==> src/rtl/udp_cmd_pkg.sv <==
// udp_cmd_pkg: shared defaults and state type for the MIB bus master.
// Optional feature macro used by mib_master: MIB_MASTER_TBIT_EN.
package udp_cmd_pkg;

    localparam int MIB_ADDR_BITS               = 24;
    localparam int CMD_DATA_BITS               = 32;
    localparam int CMD_MASTER_ACK_TIMEOUT_CLKS = 256;
    localparam int MIB_TBIT_CLKS               = 4096;

    typedef enum logic [3:0] {
        ST_TRAIN,
        ST_IDLE,
        ST_ADDR_HI,
        ST_ADDR_LO,
        ST_WR_HI,
        ST_WR_LO,
        ST_WAIT_ACK,
        ST_RD_LO,
        ST_DONE
    } mib_master_state_t;

endpackage

==> src/rtl/mib_master_tbit_gen.sv <==
// mib_master_tbit_gen: deskew toggle-bit generator for post-reset training.
// Toggles every cycle for TBIT_CLKS cycles, then holds 0 and flags done.
module mib_master_tbit_gen
    import udp_cmd_pkg::*;
#(
    parameter int TBIT_CLKS = MIB_TBIT_CLKS
) (
    input  logic i_sysclk,
    input  logic i_srst,
    output logic o_tbit,
    output logic o_done
);

    localparam int CW = $clog2(TBIT_CLKS + 1);

    logic [CW-1:0] cnt_q;
    logic          tbit_q;
    logic          done_q;

    // Count training cycles and toggle the bit until the count expires.
    always_ff @(posedge i_sysclk) begin
        if (i_srst) begin
            cnt_q  <= '0;
            tbit_q <= 1'b0;
            done_q <= 1'b0;
        end else if (!done_q) begin
            tbit_q <= ~tbit_q;
            cnt_q  <= cnt_q + 1'b1;
            if (cnt_q == CW'(TBIT_CLKS - 1)) begin
                done_q <= 1'b1;
            end
        end else begin
            tbit_q <= 1'b0;
        end
    end

    assign o_tbit = tbit_q;
    assign o_done = done_q;

endmodule

==> src/rtl/mib_master.sv <==
// mib_master: serialises one register command into MIB beats and awaits ack.
// Optional deskew training enabled by defining MIB_MASTER_TBIT_EN.
module mib_master
    import udp_cmd_pkg::*;
#(
    parameter int ADDR_BITS        = MIB_ADDR_BITS,
    parameter int DATA_BITS        = CMD_DATA_BITS,
    parameter int ACK_TIMEOUT_CLKS = CMD_MASTER_ACK_TIMEOUT_CLKS,
    parameter int TBIT_CLKS        = MIB_TBIT_CLKS
) (
    input  logic                 i_sysclk,
    input  logic                 i_srst,
    input  logic                 i_cmd_sel,
    input  logic                 i_cmd_rd_wr_n,
    input  logic [ADDR_BITS-1:0] i_cmd_addr,
    input  logic [DATA_BITS-1:0] i_cmd_wdata,
    output logic                 o_cmd_ack,
    output logic [DATA_BITS-1:0] o_cmd_rdata,
    output logic                 o_cmd_err,
    output logic                 o_mib_start,
    output logic                 o_mib_rd_wr_n,
    output logic [15:0]          o_mib_ad,
    output logic                 o_mib_ad_oe,
    input  logic [15:0]          i_mib_ad,
    input  logic                 i_mib_slave_ack,
    output logic                 o_mib_tbit,
    output logic                 o_ready
);

    localparam int TW = $clog2(ACK_TIMEOUT_CLKS + 1);

    mib_master_state_t    state_q, state_d;
    logic [ADDR_BITS-1:0] addr_q, addr_d;
    logic [DATA_BITS-1:0] wdata_q, wdata_d;
    logic                 rd_q, rd_d;
    logic [TW-1:0]        tmo_q, tmo_d;
    logic [DATA_BITS-1:0] rdata_q, rdata_d;
    logic                 err_q, err_d;
    logic                 cack_q, cack_d;
    logic                 start_q, start_d;
    logic                 oe_q, oe_d;
    logic [15:0]          ad_q, ad_d;
    logic                 rdwr_q, rdwr_d;
    logic                 ready_q, ready_d;
    logic [15:0]          mad_q;
    logic                 sack_q;
    logic                 tbit;
    logic                 train_done;

`ifdef MIB_MASTER_TBIT_EN
    localparam mib_master_state_t RST_STATE = ST_TRAIN;

    mib_master_tbit_gen #(
        .TBIT_CLKS (TBIT_CLKS)
    ) u_tbit (
        .i_sysclk (i_sysclk),
        .i_srst   (i_srst),
        .o_tbit   (tbit),
        .o_done   (train_done)
    );
`else
    localparam mib_master_state_t RST_STATE = ST_IDLE;

    // Without training the toggle bit is idle and training is always done.
    assign tbit       = 1'b0;
    assign train_done = (TBIT_CLKS >= 0);
`endif

    // Next-state, latching and registered-output decode.
    always_comb begin
        state_d = state_q;
        addr_d  = addr_q;
        wdata_d = wdata_q;
        rd_d    = rd_q;
        tmo_d   = tmo_q;
        rdata_d = rdata_q;
        err_d   = 1'b0;
        unique case (state_q)
            ST_TRAIN: begin
                if (train_done) state_d = ST_IDLE;
            end
            ST_IDLE: begin
                if (i_cmd_sel) begin
                    state_d = ST_ADDR_HI;
                    addr_d  = i_cmd_addr;
                    wdata_d = i_cmd_wdata;
                    rd_d    = i_cmd_rd_wr_n;
                    rdata_d = '0;
                end
            end
            ST_ADDR_HI: state_d = ST_ADDR_LO;
            ST_ADDR_LO: begin
                tmo_d   = '0;
                state_d = rd_q ? ST_WAIT_ACK : ST_WR_HI;
            end
            ST_WR_HI: state_d = ST_WR_LO;
            ST_WR_LO: begin
                tmo_d   = '0;
                state_d = ST_WAIT_ACK;
            end
            ST_WAIT_ACK: begin
                if (sack_q) begin
                    if (rd_q) begin
                        rdata_d[DATA_BITS-1:16] = mad_q;
                        state_d = ST_RD_LO;
                    end else begin
                        state_d = ST_DONE;
                    end
                end else if (tmo_q == TW'(ACK_TIMEOUT_CLKS)) begin
                    err_d   = 1'b1;
                    rdata_d = '0;
                    state_d = ST_DONE;
                end else begin
                    tmo_d = tmo_q + 1'b1;
                end
            end
            ST_RD_LO: begin
                rdata_d[15:0] = mad_q;
                state_d = ST_DONE;
            end
            ST_DONE: state_d = ST_IDLE;
            default: state_d = ST_IDLE;
        endcase

        start_d = 1'b0;
        oe_d    = 1'b0;
        ad_d    = '0;
        rdwr_d  = 1'b1;
        cack_d  = 1'b0;
        ready_d = 1'b0;
        case (state_d)
            ST_IDLE: ready_d = 1'b1;
            ST_ADDR_HI: begin
                start_d = 1'b1;
                oe_d    = 1'b1;
                ad_d    = 16'(addr_d[ADDR_BITS-1:16]);
                rdwr_d  = rd_d;
            end
            ST_ADDR_LO: begin
                oe_d   = 1'b1;
                ad_d   = addr_d[15:0];
                rdwr_d = rd_d;
            end
            ST_WR_HI: begin
                oe_d   = 1'b1;
                ad_d   = wdata_d[DATA_BITS-1:16];
                rdwr_d = rd_d;
            end
            ST_WR_LO: begin
                oe_d   = 1'b1;
                ad_d   = wdata_d[15:0];
                rdwr_d = rd_d;
            end
            ST_WAIT_ACK, ST_RD_LO: rdwr_d = rd_d;
            ST_DONE: begin
                cack_d = 1'b1;
                rdwr_d = rd_d;
            end
            default: ;
        endcase
    end

    // State, command latch, registered outputs and input pad registers.
    always_ff @(posedge i_sysclk) begin
        if (i_srst) begin
            state_q <= RST_STATE;
            addr_q  <= '0;
            wdata_q <= '0;
            rd_q    <= 1'b1;
            tmo_q   <= '0;
            rdata_q <= '0;
            err_q   <= 1'b0;
            cack_q  <= 1'b0;
            start_q <= 1'b0;
            oe_q    <= 1'b0;
            ad_q    <= '0;
            rdwr_q  <= 1'b1;
            ready_q <= 1'b0;
            mad_q   <= '0;
            sack_q  <= 1'b0;
        end else begin
            state_q <= state_d;
            addr_q  <= addr_d;
            wdata_q <= wdata_d;
            rd_q    <= rd_d;
            tmo_q   <= tmo_d;
            rdata_q <= rdata_d;
            err_q   <= err_d;
            cack_q  <= cack_d;
            start_q <= start_d;
            oe_q    <= oe_d;
            ad_q    <= ad_d;
            rdwr_q  <= rdwr_d;
            ready_q <= ready_d;
            mad_q   <= i_mib_ad;
            sack_q  <= i_mib_slave_ack;
        end
    end

    assign o_cmd_ack     = cack_q;
    assign o_cmd_rdata   = rdata_q;
    assign o_cmd_err     = err_q;
    assign o_mib_start   = start_q;
    assign o_mib_rd_wr_n = rdwr_q;
    assign o_mib_ad      = ad_q;
    assign o_mib_ad_oe   = oe_q;
    assign o_mib_tbit    = tbit;
    assign o_ready       = ready_q;

endmodule

==> config.mk <==
export PLATFORM = sky130hd
export DESIGN_NAME = mib_master
export DESIGN_NICKNAME = d
export VERILOG_FILES = /design/src/rtl/udp_cmd_pkg.sv /design/src/rtl/mib_master_tbit_gen.sv /design/src/rtl/mib_master.sv
export SDC_FILE = /design/constraint.sdc
export NUM_CORES = 1
export LEC_CHECK = 0
export CAP_MARGIN = 20
export CORE_MARGIN = 2
export CORE_UTILIZATION = 41
export CTS_BUF_LIST = sky130_fd_sc_hd__clkbuf_2
export DETAILED_ROUTE_END_ITERATION = 16
export DONT_BUFFER_PORTS = 1
export PLACE_DENSITY = 0.63
export SKIP_CTS_REPAIR_TIMING = 1
export SYNTH_ARGS = -nofsm -noshare
export SYNTH_HDL_FRONTEND = slang
export SYNTH_HIERARCHICAL = 1
export SYNTH_SLANG_ARGS = --single-unit
export TNS_END_PERCENT = 30
==> constraint.sdc <==
create_clock -name i_sysclk -period 2 [get_ports i_sysclk]
set_input_delay 0.4 -clock i_sysclk [delete_from_list [all_inputs] [get_ports i_sysclk]]
set_output_delay 0.4 -clock i_sysclk [all_outputs]
set_load 0.02 [all_outputs]
==> results of run 1 <==
synthesized netlist by cell type, drive strengths merged (6+ instances only):
master  number
nand3        8
a2111o       6
dfxtp      133
a21boi       8
a21oi       83
o21a         8
a22oi       24
o21ai       17
inv          8
o211ai      20
nor2         7
nor2b       19
nand2      109
and3        10
buf         29
a221oi      16
clkbuf      27
a222oi       8
nand4       24
power by group through the flow:
stage	Sequential (W)	Clock, W	Combinational (W)
2_1_floorplan	0.00298	0	0.000758
3_3_place_gp	0.00301	0	0.000949
3_5_place_dp	0.00302	0	0.000967
4_1_cts	0.00297	0.00179	0.000972
5_1_grt	0.00299	0.00191	0.00123
6_report	0.00297	0.00174	0.00113
logic make-up after synthesis:
kind of cell,after synthesis,synth area share
flip-flops,133,0.4847
XOR/XNOR,2,0.004557
multiplexers,2,0.003645
adder cells (fa/ha/maj),2,0.004555
AND/OR/NAND/NOR,201,0.1836
AO/OA/AOI/OAI,204,0.2606
buffers and inverters,64,0.05763
other,1,0.0006827
final cells by class:
cell class	count	area [um2]	share of cell area
Sequential cell	133	2665	0.3918
Timing Repair Buffer	113	1081	0.1589
Tap cell	176	220.2	0.03237
Multi-Input combinational cell	413	2545	0.3741
Clock inverter	15	176.4	0.02593
Inverter	8	30.03	0.004414
Clock buffer	17	85.08	0.01251
worst reg2reg max path, stage by stage (launching register included):
cell	delay, ns
dfxtp_2	0.40
inv_1	0.08
ha_1	0.21
nor4b_4	0.14
a211o_2	0.41
buf_4	0.16
a2111o_1	0.35
o21ai_1	0.07
how the worst max path moves through the flow:
stage,from,to,slack [ns],cells past startpoint
CTS,tmo_q[0],o_mib_rd_wr_n,-0.06,7
detailed placement,tmo_q[0],o_mib_rd_wr_n,0.003,7
floorplan,tmo_q[0],o_cmd_rdata[31],0.25,8
finish,tmo_q[0],tmo_q[6],0.11,7
global placement,tmo_q[0],o_mib_rd_wr_n,0.13,7
global route,tmo_q[0],tmo_q[5],-0.04,6
state kept, by name, indices dropped and copies added (netlist names), 4 cells and up:
| signal | count |
|---|---|
| o_mib_ad | 16 |
| mad_q | 16 |
| addr_q | 16 |
| o_cmd_rdata | 32 |
| tmo_q | 9 |
| state_q | 4 |
| wdata_q | 32 |
stage by stage:
step | total power, W | setup WS, ns
after CTS | 0.005723 | -0.05771
after detailed placement | 0.003989 | 0.003232
after global routing | 0.006126 | -0.04356
after global placement | 0.003963 | 0.1310
final | 0.005835 | 0.1082
after floorplan | 0.003738 | 0.2535
routing by layer:
metal	global-route usage	up-vias	share of wire
met4	0.05662	0	0.016
met2	0.3329	211	0.49
met3	0.08175	25	0.082
met1	0.2428	2394	0.41
met5	0	-	0
li1	-	2381	-
==> out/results.ini, run 1 <==
[run_status]
status = finished, final reports clean

[drt]
vias = 5011
first_pass_iters = 7
drcViolationCount = 0
wl_um = 15180
avgViaCountPerCell = 5.727
wl_per_cell_um = 17.35
drtIter0Drc = 450
antenna_left = 0

[critical_path]
r2r_slack_ns = 0.11
cp-end-kind = flip-flop
rr_worst_depth = 7
worstPathArrival_ns = 2.52
critPathTopFamily = compound AO/OA/AOI/OAI gates
cp_num_buf_inv = 2
worstReg2RegEnd = tmo_q[6]
cp_max_fo = 6
cpPeakStageDelay_ns = 0.41
crit_required_ns = 2.63
start_kind = flip-flop
crit_chain = inv_1 > ha_1 > nor4b_4 > a211o_2 > buf_4 > a2111o_1 > o21ai_1
path_class = flip-flop to flip-flop
reg2reg_from = tmo_q[0]
slowest_stage = a211o_2

[floorplan]
start_util = 0.4181
die_h_um = 119.7
design.core.area_um2 = 13140
top_level_ports = 132
rows = 42
die_area_um2 = 14340
die_x_um = 119.7

[final_layout]
diodes = 0
final_cell_mix = dfxtp_1, nand2_1, a21oi_1
final_nets = 765
syn2layout_area_growth_pct = 23.85
final_common_cell = dfxtp_1
fin_cells = 875
final_cell_area_um2 = 6803
drive_gt1_frac = 0.1373
fin_util = 0.5178
fillers = 1208

[synth]
post_synth.cell_area_avg_um2 = 9.019
yosys.area.top_type_share = 0.4847
synthArstFlopShare = 0
synthTopCellsByArea = dfxtp_1, a21oi_1, nand2_1
synth_cell_type_count = 51
ys_seq_area_frac = 0.4847
synth_nets = 688
yosysWarnings = 6
synthFlopType = dfxtp_1
synth_largest_area_cell = dfxtp_1
syn-instance-count = 609
syn_area_um2 = 5493
synth-edff-count = 0
yosys_register_bits = 133

[pwr]
power_frac_comb = 0.193
power_frac_clock = 0.298
ir_drop_mv = 0.4490
intPower_w = 0.003978
p_sw_frac = 0.3182
seq_power_share = 0.509
p_leak_nw = 2.369
power.switching_w = 0.001857
power_density_nw_per_um2 = 857.7

[placed_design]
place.gp.congestion = 0.8352
hpwl_um = 9568
dp_cells = 766
place_area_um2 = 5746
port_buffers = 0

[timing]
hold_viol_final = 0
clock.fmax_mhz = 528.6
worst_hold_slack_ns = 0.04814
slew_headroom = 0.6489
worst_pin_slew_ns = 0.5231
slew_viol_final = 0
fin_tns_setup_ns = 0
skew_ns = 0.03693
setup_viol = 0
rsz0062_at_grt = yes
min_period_over_period = 0.9459
period_needed_ns = 1.892

[clocking]
cts_made_buffers = 17
insertion_delay_ns = 0.72
cts_root_buf = clkbuf_2
clk_pin_slew_ns = 0.21
cts_buffer_depth = 2
h-tree-depth = 4
cts_tree = built
cts_num_sinks = 133

[grt]
grt_max_degree = 97
grt_usage = 0.2017
grt_antenna_before_repair = 0
grt_pass1_wl_um = 22940
gr-total-overflow = 0
grt_pass1_vias = 4495

[run]
drv_cap = 0

[min_path]
hold_class = primary input to flip-flop
hold_end = o_mib_ad[1]
min_delay_path_depth = 2
min_from = i_cmd_addr[17]

(Power assumes the default switching activity.)
==> run 2, diff against run 1 <==
Settings changed: GPL_TIMING_DRIVEN set to 0.
==> out/results.ini, run 2 (synthesis results as in run 1) <==
[run_status]
status = finished, final reports clean

[timing]
skew_ns = 0.03861  ; +0.001680 ns
slew_viol_final = 0  ; unchanged
worst_hold_slack_ns = 0.007299  ; -0.04084 ns
period_needed_ns = 1.932  ; +0.04011 ns
clock.fmax_mhz = 517.6  ; -2.1%
hold_viol_final = 0  ; unchanged
fin_tns_setup_ns = 0  ; unchanged
layout_setup_ws_ns = 0.06805  ; -0.04011 ns
min_period_over_period = 0.9660  ; +0.02006
rsz0062_at_grt = yes
worst_pin_slew_ns = 0.6199  ; +0.09672 ns
setup_viol = 0  ; unchanged
slew_headroom = 0.5868  ; -0.06214

[grt]
grt_pass1_wl_um = 24980  ; +8.9%
gr-total-overflow = 0  ; unchanged
grt_antenna_before_repair = 1  ; +1
grt_pass1_vias = 4722  ; +5.1%
grt_usage = 0.2220  ; +0.02033
grt_max_degree = 17  ; -82%

[placed_design]
port_buffers = 0  ; unchanged
hpwl_um = 11590  ; +21%
place.gp.congestion = 0.8227  ; -1.5%
dpl_worst_slack_ns = -0.1574  ; -0.1606 ns
dp_cells = 785  ; +2.5%

[pwr]
p_leak_nw = 2.355  ; -0.60%
p_total_w = 0.005578  ; -4.4%
seq_power_share = 0.531  ; +0.022
intPower_w = 0.003700  ; -7.0%
power.switching_w = 0.001878  ; +1.1%
power_frac_clock = 0.255  ; -0.043
power_frac_comb = 0.214  ; +0.021
power_density_nw_per_um2 = 828.8  ; -3.4%
ir_drop_mv = 0.4332  ; -3.5%
p_sw_frac = 0.3366  ; +0.01840

[floorplan]
design.core.area_um2 = 13140  ; unchanged
start_util = 0.4181  ; unchanged
top_level_ports = 132  ; unchanged
rows = 42  ; unchanged
die_x_um = 119.7  ; unchanged
die_h_um = 119.7  ; unchanged
die_area_um2 = 14340  ; unchanged

[critical_path]
cp-end-kind = flip-flop
rr_worst_depth = 5  ; -2
path_class = flip-flop to flip-flop
crit_chain = buf_6 > nand4bb_1 > a211o_2 > a2111oi_2 > mux2i_1
cp_max_fo = 10  ; +4
cp_num_buf_inv = 1  ; -1
worstPathArrival_ns = 2.62  ; +0.10 ns
worst-path-stages = 5  ; -2
slowest_stage = a211o_2
critPathTopFamily = compound AO/OA/AOI/OAI gates
cpPeakStageDelay_ns = 0.46  ; +0.05 ns
start_kind = flip-flop
crit_required_ns = 2.69  ; +0.06 ns

[final_layout]
final_common_cell = dfxtp_1
fillers = 1235  ; +2.2%
drive_gt1_frac = 0.1365  ; -0.0008488
final_nets = 784  ; +2.5%
syn2layout_area_growth_pct = 22.53
fin_cells = 895  ; +2.3%
final_cell_mix = dfxtp_1, nand2_1, a21oi_1

[clocking]
h-tree-depth = 4  ; unchanged
clk_pin_slew_ns = 0.20  ; about the same
cts_buffer_depth = 2  ; unchanged
insertion_delay_ns = 0.77  ; +0.05 ns
cts_num_sinks = 133  ; unchanged
cts_root_buf = clkbuf_2
cts_made_buffers = 17  ; unchanged
cts_tree = built

[drt]
wl_per_cell_um = 18.25  ; +5.2%
drcViolationCount = 0  ; unchanged
vias = 5153  ; +2.8%
first_pass_iters = 5  ; -2
avgViaCountPerCell = 5.758  ; +0.54%
wl_um = 16340  ; +7.6%
drtIter0Drc = 475  ; +5.6%
antenna_left = 0  ; unchanged

[run]
drv_cap = 0  ; unchanged

[min_path]
min_delay_path_depth = 2  ; unchanged
hold_class = primary input to flip-flop

==> run 2: metal layers <==
metal | GRT usage | routed length, um | vias to the layer above
li1 | - | - | 2415
met1 | 0.2729 | 6759 | 2484
met2 | 0.3621 | 7790 | 225
met3 | 0.08270 | 1544 | 29
met4 | 0.06838 | 244 | 0
met5 | 0 | 0 | -
==> run 2: power by group through the flow <==
stage | sequential, W | combinational [W] | clock, W
floorplan | 0.00298 | 0.000758 | 0
finish | 0.00296 | 0.00120 | 0.00142
CTS | 0.00296 | 0.00101 | 0.00143
detailed placement | 0.00301 | 0.00101 | 0
global route | 0.00298 | 0.00130 | 0.00155
global placement | 0.00301 | 0.000986 | 0
==> run 2: cell type report <==
type	count	area (um2)	area share
Multi-Input combinational cell	412	2565	0.3811
Buffer	56	306.5	0.04555
Clock inverter	14	93.84	0.01394
Timing Repair Buffer	77	755.7	0.1123
Antenna cell	1	2.502	0.0003718
Sequential cell	133	2666	0.3962
Clock buffer	18	90.09	0.01339
Inverter	8	30.03	0.004462
Tap cell	176	220.2	0.03272
==> run 2: stage by stage <==
stage               instance area (um2)    util
floorplan                          5493       -
global placement                   5713  0.4349
detailed placement                 5713  0.4349
CTS                                5897  0.4489
global route                       6730  0.5123
finish                             6730  0.5123
==> run 2: path summary, 6_finish.rpt <==
kind	startpoint	end	slack, ns
max	state_q[3]	tmo_q[5]	0.07
min	i_cmd_addr[19]	o_mib_ad[3]	0.007
max reg2reg	state_q[3]	tmo_q[5]	0.07
min reg2reg	wdata_q[1]	wdata_q[1]	0.47
==> run 3, diff against run 2 <==
Settings changed: CAP_MARGIN 20 to unset, CORE_ASPECT_RATIO set to 0.8.
==> out/results.ini, run 3 (synthesis results as in run 1) <==
[placed_design]
dpl_worst_slack_ns = -0.1843  ; -0.02689 ns
place.gp.congestion = 0.8757  ; +6.4%
dp_cells = 784  ; -0.13%
hpwl_um = 11740  ; +1.3%
place_area_um2 = 5712  ; about the same
port_buffers = 0  ; unchanged

[pwr]
power_density_nw_per_um2 = 857.3  ; +3.4%
p_leak_nw = 2.328  ; -1.2%
p_total_w = 0.005760  ; +3.3%
ir_drop_mv = 0.4609  ; +6.4%

[run]
drv_cap = 0  ; unchanged

[drt]
antenna_left = 0  ; unchanged
wl_um = 16700  ; +2.2%
drcViolationCount = 0  ; unchanged
wl_per_cell_um = 18.85  ; +3.3%
first_pass_iters = 5  ; unchanged
vias = 5091  ; -1.2%
drtIter0Drc = 254  ; -47%
avgViaCountPerCell = 5.746  ; -0.20%

[critical_path]
rr_worst_depth = 6  ; +1
critical_path.endpoint = o_mib_ad[14]
start_kind = flip-flop
r2r_slack_ns = 0.08  ; about the same
path_class = flip-flop to flip-flop
crit_required_ns = 2.63  ; -0.06 ns
cp_max_fo = 10  ; unchanged
slowest_stage = clkbuf_1
cp-end-kind = flip-flop
reg2reg_from = state_q[3]
crit_chain = buf_6 > inv_1 > clkbuf_1 > nand2_2 > buf_2 > a221oi_2
worstPathArrival_ns = 2.56  ; -0.06 ns
startpoint = state_q[3]
worstReg2RegEnd = o_mib_ad[14]
cpPeakStageDelay_ns = 0.43  ; -0.03 ns

[timing]
clock.fmax_mhz = 519.6  ; +0.39%
worst_pin_slew_ns = 0.6189  ; -0.0009282 ns
period_needed_ns = 1.924  ; -0.007546 ns
min_period_over_period = 0.9622  ; -0.003773
skew_ns = 0.03931  ; +0.0007041 ns
slew_viol_final = 0  ; unchanged
setup_viol = 0  ; unchanged
slew_headroom = 0.5874  ; +0.0006190
layout_setup_ws_ns = 0.07559  ; +0.007546 ns
hold_viol_final = 1  ; +1
worst_hold_slack_ns = -0.001555  ; -0.008854 ns
rsz0062_at_grt = yes

[floorplan]
top_level_ports = 132  ; unchanged
rows = 37  ; -12%
die_area_um2 = 14340  ; about the same
die_x_um = 133.4  ; +11%
die_h_um = 107.5  ; -10%
start_util = 0.4237  ; +0.005650
design.core.area_um2 = 12960  ; -1.3%

[min_path]
hold_class = primary input to flip-flop
min_from = i_cmd_addr[18]

[grt]
grt_usage = 0.2235  ; +0.001502
grt_antenna_before_repair = 0  ; -1
gr-total-overflow = 0  ; unchanged
grt_pass1_wl_um = 24640  ; -1.4%
grt_pass1_vias = 4688  ; -0.72%
grt_max_degree = 17  ; unchanged

[final_layout]
final_nets = 777  ; -0.89%
final_common_cell = dfxtp_1
final_cell_mix = dfxtp_1, nand2_1, a21oi_1
fin_util = 0.5183  ; +0.006054
multi_input_area_um2 = 2567  ; about the same
fin_cells = 886  ; -1.0%
register_area_um2 = 2668  ; about the same
final_cell_area_um2 = 6719  ; -0.17%
drive_gt1_frac = 0.1336  ; -0.002876
syn2layout_area_growth_pct = 22.32
diodes = 0  ; -1
fillers = 1216  ; -1.5%

[clocking]
cts_tree = built
cts_root_buf = clkbuf_2
cts_buffer_depth = 2  ; unchanged
cts_num_sinks = 133  ; unchanged
h-tree-depth = 4  ; unchanged
clk_pin_slew_ns = 0.20  ; about the same
cts_made_buffers = 17  ; unchanged
insertion_delay_ns = 0.72  ; -0.05 ns

[run_status]
violations = negative hold slack
status = complete, but fails checks

==> run 3: layer usage <==
metal,vias to the layer above,GRT usage,part of all wire
met5,-,0,0
met1,2457,0.2908,0.45
met3,22,0.1036,0.088
met4,0,0.06687,0.013
met2,212,0.3310,0.45
li1,2400,-,-
==> run 3: area by class of cell <==
cell class              count  share of cell area
plain buffers              56             0.04413
clock buffers              17             0.01266
clock inverters            15             0.02346
inverters                   8            0.004469
multi-input cells         412              0.3821
flip-flops and latches    133              0.3970
well taps                 175             0.03259
repair buffers             70              0.1035
==> run 3: per-stage QoR <==
step	hold slack (ns)	setup TNS, ns
4_1_cts	-0.2691	-3.218
6_report	-0.001555	0
3_3_place_gp	0.4430	-1.090
5_1_grt	0.001792	-1.376
2_1_floorplan	0.4357	0
3_5_place_dp	0.4498	-2.294
==> run 3: report_power, final <==
group | total, W | leakage (nW) | internal [W] | switching [W]
sequential | 0.00296 | 1.09 | 0.00282 | 0.000140
combinational | 0.00116 | 1.10 | 0.000430 | 0.000732
clock | 0.00163 | 0.144 | 0.000582 | 0.00105
total | 0.00576 | 2.33 | 0.00384 | 0.00192
==> run 3: worst min-delay path by stage <==
stage / slack, ns / to / cells past startpoint
2_1_floorplan: 0.44 / addr_q[5] / 2
3_3_place_gp: 0.44 / addr_q[2] / 2
3_5_place_dp: 0.45 / addr_q[5] / 2
4_1_cts: -0.27 / addr_q[9] / 2
5_1_grt: 0.002 / o_mib_ad[2] / 2
6_report: -0.002 / o_mib_ad[2] / 2
==> run 3: critical path, delay by kind of cell (launching register included) <==
kind / cells / cell delay, ns
buffers and inverters: 4 / 1.01
DFF: 1 / 0.36
and+or+nand+nor: 1 / 0.29
AOI/OAI and AO/OA: 1 / 0.21
